[config.mk]
export PLATFORM = sky130hd
export DESIGN_NAME = csr_fifo_writer_flat
export DESIGN_NICKNAME = d
export VERILOG_FILES = /design/src/rtl/csr_fifo_writer_if.sv /design/src/rtl/csr_fifo_writer.sv /design/src/flat_wrapper.sv
export SDC_FILE = /design/constraint.sdc
export NUM_CORES = 2
export LEC_CHECK = 0
export BUFFER_PORTS_ARGS = -buffer_cell sky130_fd_sc_hd__buf_2
export CAP_MARGIN = 0
export CORE_ASPECT_RATIO = 0.75
export CORE_UTILIZATION = 64
export DETAILED_ROUTE_END_ITERATION = 8
export PLACE_DENSITY_LB_ADDON = 0.2
export REMOVE_ABC_BUFFERS = 1
export SETUP_SLACK_MARGIN = 0.1
export SLEW_MARGIN = 20
export SYNTH_ARGS = -nofsm -noshare
export SYNTH_HDL_FRONTEND = slang
export SYNTH_SLANG_ARGS = --single-unit
[constraint.sdc]
create_clock -name clk -period 8.56 [get_ports clk]
set_clock_uncertainty 0.15 [all_clocks]
set_input_delay 1.712 -clock clk [delete_from_list [all_inputs] [get_ports clk]]
set_output_delay 1.712 -clock clk [all_outputs]
set_load 0.02 [all_outputs]
[src/rtl/csr_fifo_writer_if.sv]
// ---------------------------------------------------------------------------
// csr_fifo_writer_if
// Bundles the signals between the CSR FIFO write end and its neighbours:
// the decode-side drive/free handshake, the Gray pointer exchange with the
// CSR issue reader, the reader's combinational storage read port, and the
// write-side status flags.
//
// Signals (named from the FIFO writer's point of view):
//   i_DriveFromDecode_1          instruction valid from decode
//   o_FreeToDecode_1             FIFO can accept (not full)
//   i_InstructionFromDecode_113  instruction to enqueue
//   o_CSRCount_5                 registered Gray write pointer to the reader
//   i_CsrReadPtr_5               reader Gray read pointer (reader clock domain)
//   i_CsrReadAddr_4              reader storage index
//   o_CsrReadData_113            storage[i_CsrReadAddr_4], combinational
//   o_Full_1                     registered full flag
//   o_IsFirst_1                  high until the first accepted write
//   o_Level_5                    write-side occupancy estimate
//
// Modports:
//   slave  - the FIFO writer itself
//   master - the surrounding decode/reader logic (or a testbench)
// ---------------------------------------------------------------------------
interface csr_fifo_writer_if #(
    parameter int ADDR_W = 4,
    parameter int DATA_W = 113
);
    logic              i_DriveFromDecode_1;
    logic              o_FreeToDecode_1;
    logic [DATA_W-1:0] i_InstructionFromDecode_113;
    logic [ADDR_W:0]   o_CSRCount_5;
    logic [ADDR_W:0]   i_CsrReadPtr_5;
    logic [ADDR_W-1:0] i_CsrReadAddr_4;
    logic [DATA_W-1:0] o_CsrReadData_113;
    logic              o_Full_1;
    logic              o_IsFirst_1;
    logic [ADDR_W:0]   o_Level_5;

    modport slave (
        input  i_DriveFromDecode_1,
        output o_FreeToDecode_1,
        input  i_InstructionFromDecode_113,
        output o_CSRCount_5,
        input  i_CsrReadPtr_5,
        input  i_CsrReadAddr_4,
        output o_CsrReadData_113,
        output o_Full_1,
        output o_IsFirst_1,
        output o_Level_5
    );

    modport master (
        output i_DriveFromDecode_1,
        input  o_FreeToDecode_1,
        output i_InstructionFromDecode_113,
        input  o_CSRCount_5,
        output i_CsrReadPtr_5,
        output i_CsrReadAddr_4,
        input  o_CsrReadData_113,
        input  o_Full_1,
        input  o_IsFirst_1,
        input  o_Level_5
    );
endinterface

[src/rtl/csr_fifo_writer.sv]
// ---------------------------------------------------------------------------
// csr_fifo_writer
// Write end of the CSR instruction FIFO feeding the CSR issue stage.
// Decoded instructions are accepted over a drive/free handshake into a
// 2**ADDR_W entry buffer. The write pointer is published in Gray code for the
// reader's empty detection; the reader's Gray pointer comes back through a
// SYNC_STAGES flop synchronizer and drives the full flag and level estimate.
//
// Ports:
//   clk   write-side clock
//   rstn  asynchronous active-low reset (shared with the reader)
//   bus   csr_fifo_writer_if.slave, see the interface file for signal list
// ---------------------------------------------------------------------------
module csr_fifo_writer #(
    parameter int ADDR_W      = 4,
    parameter int DATA_W      = 113,
    parameter int SYNC_STAGES = 2
) (
    input  logic                clk,
    input  logic                rstn,
    csr_fifo_writer_if.slave    bus
);
    localparam int DEPTH = 1 << ADDR_W;

    logic [ADDR_W:0]   r_wbin;
    logic [ADDR_W:0]   r_gray;
    logic [ADDR_W:0]   r_sync [SYNC_STAGES];
    logic              r_full;
    logic              r_isFirst;
    logic [ADDR_W:0]   r_level;
    logic [DATA_W-1:0] r_mem [DEPTH];

    logic              w_accept;
    logic [ADDR_W:0]   w_wbinNext;
    logic [ADDR_W:0]   w_grayNext;
    logic [ADDR_W:0]   w_rq;
    logic [ADDR_W:0]   w_rqBin;
    logic [ADDR_W:0]   w_fullMatch;

    function automatic logic [ADDR_W:0] gray2bin(input logic [ADDR_W:0] g);
        logic [ADDR_W:0] b;
        b[ADDR_W] = g[ADDR_W];
        for (int i = ADDR_W - 1; i >= 0; i--) begin
            b[i] = b[i+1] ^ g[i];
        end
        return b;
    endfunction

    assign w_accept   = bus.i_DriveFromDecode_1 & ~r_full;
    assign w_wbinNext = r_wbin + (ADDR_W+1)'(w_accept);
    assign w_grayNext = (w_wbinNext >> 1) ^ w_wbinNext;
    assign w_rq       = r_sync[SYNC_STAGES-1];
    assign w_rqBin    = gray2bin(w_rq);

    // Full when the writer is exactly one lap ahead of the reader: in Gray
    // code that is the reader pointer with its two top bits inverted.
    assign w_fullMatch = {~w_rq[ADDR_W:ADDR_W-1], w_rq[ADDR_W-2:0]};

    // Pointers, flags and the level estimate. Full and level look at the
    // synchronized (stale) reader pointer, so both err on the safe side.
    always_ff @(posedge clk or negedge rstn) begin
        if (!rstn) begin
            r_wbin    <= '0;
            r_gray    <= '0;
            r_full    <= 1'b0;
            r_isFirst <= 1'b1;
            r_level   <= '0;
        end else begin
            r_wbin  <= w_wbinNext;
            r_gray  <= w_grayNext;
            r_full  <= (w_grayNext == w_fullMatch);
            r_level <= w_wbinNext - w_rqBin;
            if (w_accept) begin
                r_isFirst <= 1'b0;
            end
        end
    end

    // Only the Gray-coded reader pointer crosses into this clock domain,
    // so a sampling error can shift it by at most one position.
    always_ff @(posedge clk or negedge rstn) begin
        if (!rstn) begin
            for (int i = 0; i < SYNC_STAGES; i++) begin
                r_sync[i] <= '0;
            end
        end else begin
            r_sync[0] <= bus.i_CsrReadPtr_5;
            for (int i = 1; i < SYNC_STAGES; i++) begin
                r_sync[i] <= r_sync[i-1];
            end
        end
    end

    // Storage. Writes are gated by accept, which already excludes full,
    // so an unread entry can never be overwritten.
    always_ff @(posedge clk or negedge rstn) begin
        if (!rstn) begin
            for (int i = 0; i < DEPTH; i++) begin
                r_mem[i] <= '0;
            end
        end else if (w_accept) begin
            r_mem[r_wbin[ADDR_W-1:0]] <= bus.i_InstructionFromDecode_113;
        end
    end

    assign bus.o_FreeToDecode_1  = ~r_full;
    assign bus.o_Full_1          = r_full;
    assign bus.o_CSRCount_5      = r_gray;
    assign bus.o_IsFirst_1       = r_isFirst;
    assign bus.o_Level_5         = r_level;
    assign bus.o_CsrReadData_113 = r_mem[bus.i_CsrReadAddr_4];

endmodule
[src/flat_wrapper.sv]
// flat-port wrapper written by rule: the top's interface ports become plain ports
module csr_fifo_writer_flat 
#(
    parameter int ADDR_W      = 4,
    parameter int DATA_W      = 113,
    parameter int SYNC_STAGES = 2
)
  (clk, rstn, bus_i_DriveFromDecode_1, bus_o_FreeToDecode_1, bus_i_InstructionFromDecode_113, bus_o_CSRCount_5, bus_i_CsrReadPtr_5, bus_i_CsrReadAddr_4, bus_o_CsrReadData_113, bus_o_Full_1, bus_o_IsFirst_1, bus_o_Level_5);
  csr_fifo_writer_if #(.ADDR_W(ADDR_W), .DATA_W(DATA_W)) bus_i ();
  input  logic clk;
  input  logic rstn;
  input wire logic [$bits(bus_i.i_DriveFromDecode_1)-1:0] bus_i_DriveFromDecode_1;
  output wire logic [$bits(bus_i.o_FreeToDecode_1)-1:0] bus_o_FreeToDecode_1;
  input wire logic [$bits(bus_i.i_InstructionFromDecode_113)-1:0] bus_i_InstructionFromDecode_113;
  output wire logic [$bits(bus_i.o_CSRCount_5)-1:0] bus_o_CSRCount_5;
  input wire logic [$bits(bus_i.i_CsrReadPtr_5)-1:0] bus_i_CsrReadPtr_5;
  input wire logic [$bits(bus_i.i_CsrReadAddr_4)-1:0] bus_i_CsrReadAddr_4;
  output wire logic [$bits(bus_i.o_CsrReadData_113)-1:0] bus_o_CsrReadData_113;
  output wire logic [$bits(bus_i.o_Full_1)-1:0] bus_o_Full_1;
  output wire logic [$bits(bus_i.o_IsFirst_1)-1:0] bus_o_IsFirst_1;
  output wire logic [$bits(bus_i.o_Level_5)-1:0] bus_o_Level_5;
  assign bus_i.i_DriveFromDecode_1 = bus_i_DriveFromDecode_1;
  assign bus_o_FreeToDecode_1 = bus_i.o_FreeToDecode_1;
  assign bus_i.i_InstructionFromDecode_113 = bus_i_InstructionFromDecode_113;
  assign bus_o_CSRCount_5 = bus_i.o_CSRCount_5;
  assign bus_i.i_CsrReadPtr_5 = bus_i_CsrReadPtr_5;
  assign bus_i.i_CsrReadAddr_4 = bus_i_CsrReadAddr_4;
  assign bus_o_CsrReadData_113 = bus_i.o_CsrReadData_113;
  assign bus_o_Full_1 = bus_i.o_Full_1;
  assign bus_o_IsFirst_1 = bus_i.o_IsFirst_1;
  assign bus_o_Level_5 = bus_i.o_Level_5;
  csr_fifo_writer #(.ADDR_W(ADDR_W), .DATA_W(DATA_W), .SYNC_STAGES(SYNC_STAGES)) u_core (.clk(clk), .rstn(rstn), .bus(bus_i));
endmodule
==> metrics.txt <==
status=finished, final reports clean; Post-Synth Adder-Cell Area=0.00129; synthesized flop and latch total=1834; Max-Cap Viols=0; library cells used by synthesis=38; Root Driver=clkbuf_16; CP max-delay cell=mux4_2; Post-CTS Hold Buffers=0; CP max FO=65; worst reg2reg endpoint=u_core.r_mem[974]$_DFFE_PN0P_; Netlist Area Pre-Place=0.0817 mm²; GRT Util Overall=0.302; vias per cell=6.53; routability cong.=0.739; largest net degree at the start of global routing=190; Area growth, synth to finish=10.1%; pwr/cell area=354 mW/mm²; Final Critical Period=6.16 ns; Worst Hold End=u_core.w_rq[0]$_DFF_PN0_; Rows=113; Synth Area in Compound Gates=0.000459; Worst Setup End Kind=primary output; startpoint types=input port; r2r setup slk=4.79 ns; Synth top area share=0.561; Syn. warnings=0; max_slew headroom=0.293; WS Path Type=in -> out; Pleak=39.8 nW; endpoints failing setup=0; FF-to-FF path depth=6; 1st-iter DRT viols=3390; antenna-violating nets left=0; most frequent cells in the layout=dfrtp_1, mux2_1, mux2_2; register area share after synthesis=0.562; ys flop type=dfrtp_1; total gr overflow=0; antenna violations before repair=31; Final nets=4918; min-delay src=u_core.r_sync[5]$_DFF_PN0_; largest family of logic cells by synthesized area=multiplexers; CP most frequent cell=mux4_2; Resized cells post-CTS=0; Max Fclk=162 MHz; CP max stage delay=0.57 ns; Synth async-reset ratio=1.00; number of global-route vias before repair=46700; clk_lat worst skew=0.79 ns; Mapped Avg Cell Area=17.3 µm²; CTS tree=yes; DR DRC count=0; critical-path cell list=buf_8, buf_4, mux4_2, mux4_2, buf_2; min-delay worst type=reg -> reg; Final Hold Fails=0; Cell Area, Placed=0.0840 mm²; io pins=251; Post-CTS Setup Inserts=0; Routed Wire Length=187 mm; DR vias=43100; RSZ-0062 raised after global routing=no; setup TNS=0 ns; simple-gate share of the synthesized area=0.00243; WP data required=6.70 ns; Core ar.=0.127 mm²; Post-Synthesis Cells=4721; H-tree Lvls=4; WP data arrival=4.29 ns; most common cell after layout, fill and taps aside=dfrtp_1; clk slew on worst S/H paths=0.06 ns; dpl hpwl=97.2 mm; Synth area leader=dfrtp_1; Die ar.=0.129 mm²; Area contributors post-synth=dfrtp_1, mux2_1, mux4_2; worst-margin pin slew=1.06 ns; Clock Tree Buf Depth=3; port bufs=250; share of post-route cells with drive strength above 1=0.376; Post-synth EDFFs=0; Die Y=311 µm; Hold Path Stages=0; drt wl/cell=28.3 µm; mux share of post-synthesis cell area=0.405; final period utilization=0.719; CTS sink cnt=1834; global-route wire length before repair=294 mm; DR pass1 iterations=6; max-slew violation count=0; CTS Buf Count=174; Peak VDD IR=0.239 mV; Initial Utilization=0.645; Synth Area in XOR/XNOR=0.00286; Reg-to-Reg Start=u_core.bus.o_Full_1$_DFF_PN0_; DIE WIDTH=415 µm; final instance area=0.0900 mm²
critical path: cells and delay by family:
kind,cells,cell delay [ns]
buffers and inverters,3,1.30
muxes,2,1.06
worst max-delay path by stage:
| stage | slack [ns] | from | to |
|---|---|---|---|
| final | 2.40 | bus_i_CsrReadAddr_4[0] | bus_o_CsrReadData_113[7] |
| after detailed placement | 2.35 | bus_i_CsrReadAddr_4[0] | bus_o_CsrReadData_113[4] |
| after CTS | 2.35 | bus_i_CsrReadAddr_4[0] | bus_o_CsrReadData_113[7] |
| after global placement | 2.38 | bus_i_CsrReadAddr_4[0] | bus_o_CsrReadData_113[4] |
| after global routing | 2.22 | bus_i_CsrReadAddr_4[0] | bus_o_CsrReadData_113[13] |
| after floorplan | -0.53 | bus_i_DriveFromDecode_1 | u_core.r_mem[1356]$_DFFE_PN0P_ |
state kept, by name (all words and copies together), names as in the netlist:
| signal | count |
|---|---|
| u_core.r_mem | 1808 |
| u_core.bus.o_CSRCount_5 | 5 |
| u_core.bus.o_Level_5 | 5 |
| u_core.r_sync | 5 |
| u_core.w_rq | 5 |
| u_core.r_wbin | 4 |
| u_core.bus.o_Full_1 | 1 |
| u_core.bus.o_IsFirst_1 | 1 |
synth_stat cells, types with 2 or more instances:
| library cell | count |
|---|---|
| and2_1 | 2 |
| nor2b_1 | 6 |
| nor2_1 | 5 |
| buf_2 | 161 |
| ha_1 | 6 |
| inv_1 | 4 |
| xnor2_1 | 10 |
| buf_1 | 51 |
| nand3_1 | 3 |
| mux2_2 | 664 |
| buf_6 | 29 |
| mux2_1 | 1144 |
| mux4_2 | 565 |
| xnor3_1 | 2 |
| clkbuf_1 | 179 |
| nand2_1 | 12 |
| buf_4 | 18 |
| dfrtp_1 | 1833 |
| xor2_1 | 7 |
| nor3b_2 | 2 |
through the flow:
stage          worst slack (ns)  hold slack [ns]  utilization  instances  power [mW]
6_report                   2.40            0.197        0.710       6605        31.9
3_3_place_gp               2.38            0.185        0.663       6276        23.5
5_1_grt                    2.22            0.205        0.710       6602        33.5
4_1_cts                    2.35            0.198        0.710       6588        32.1
2_1_floorplan            -0.527            0.181            -       4283        21.2
3_5_place_dp               2.35            0.185        0.663       6276        24.1
layer usage:
layer / GRT usage / up-vias / wire, µm
li1: - / 17900 / -
met5: 0 / - / 93
met4: 0.0983 / 16 / 4840
met3: 0.0477 / 283 / 8560
met1: 0.447 / 23900 / 83000
met2: 0.467 / 1005 / 90300
where the power goes:
group | internal (mW) | switching (mW) | total [mW]
combinational | 5.36 | 3.66 | 9.02
sequential | 12.9 | 2.09 | 14.9
clock | 4.61 | 3.30 | 7.91
cells by family (layout without fill, tap and decap cells):
| family | after synthesis | in the layout |
|---|---|---|
| multiplexers | 2374 | 2374 |
| flip-flops | 1834 | 1834 |
| buffers and inverters | 443 | 644 |
| AND/OR/NAND/NOR | 36 | 36 |
| XOR/XNOR | 21 | 21 |
| adder cells (fa/ha/maj) | 8 | 8 |
| AO/OA/AOI/OAI | 5 | 5 |
| other | 0 | 16 |
final cells by class:
cell class / count / area, µm²
flip-flops and latches: 1834 / 45900
fillers: 8067 / 36700
multi-input cells: 2444 / 33800
clock buffers: 260 / 5270
repair buffers: 327 / 2280
well taps: 1667 / 2090
clock inverters: 52 / 598
diodes: 16 / 40.0
inverters: 5 / 18.8
Note: power is estimated with default switching activity, not from simulation.
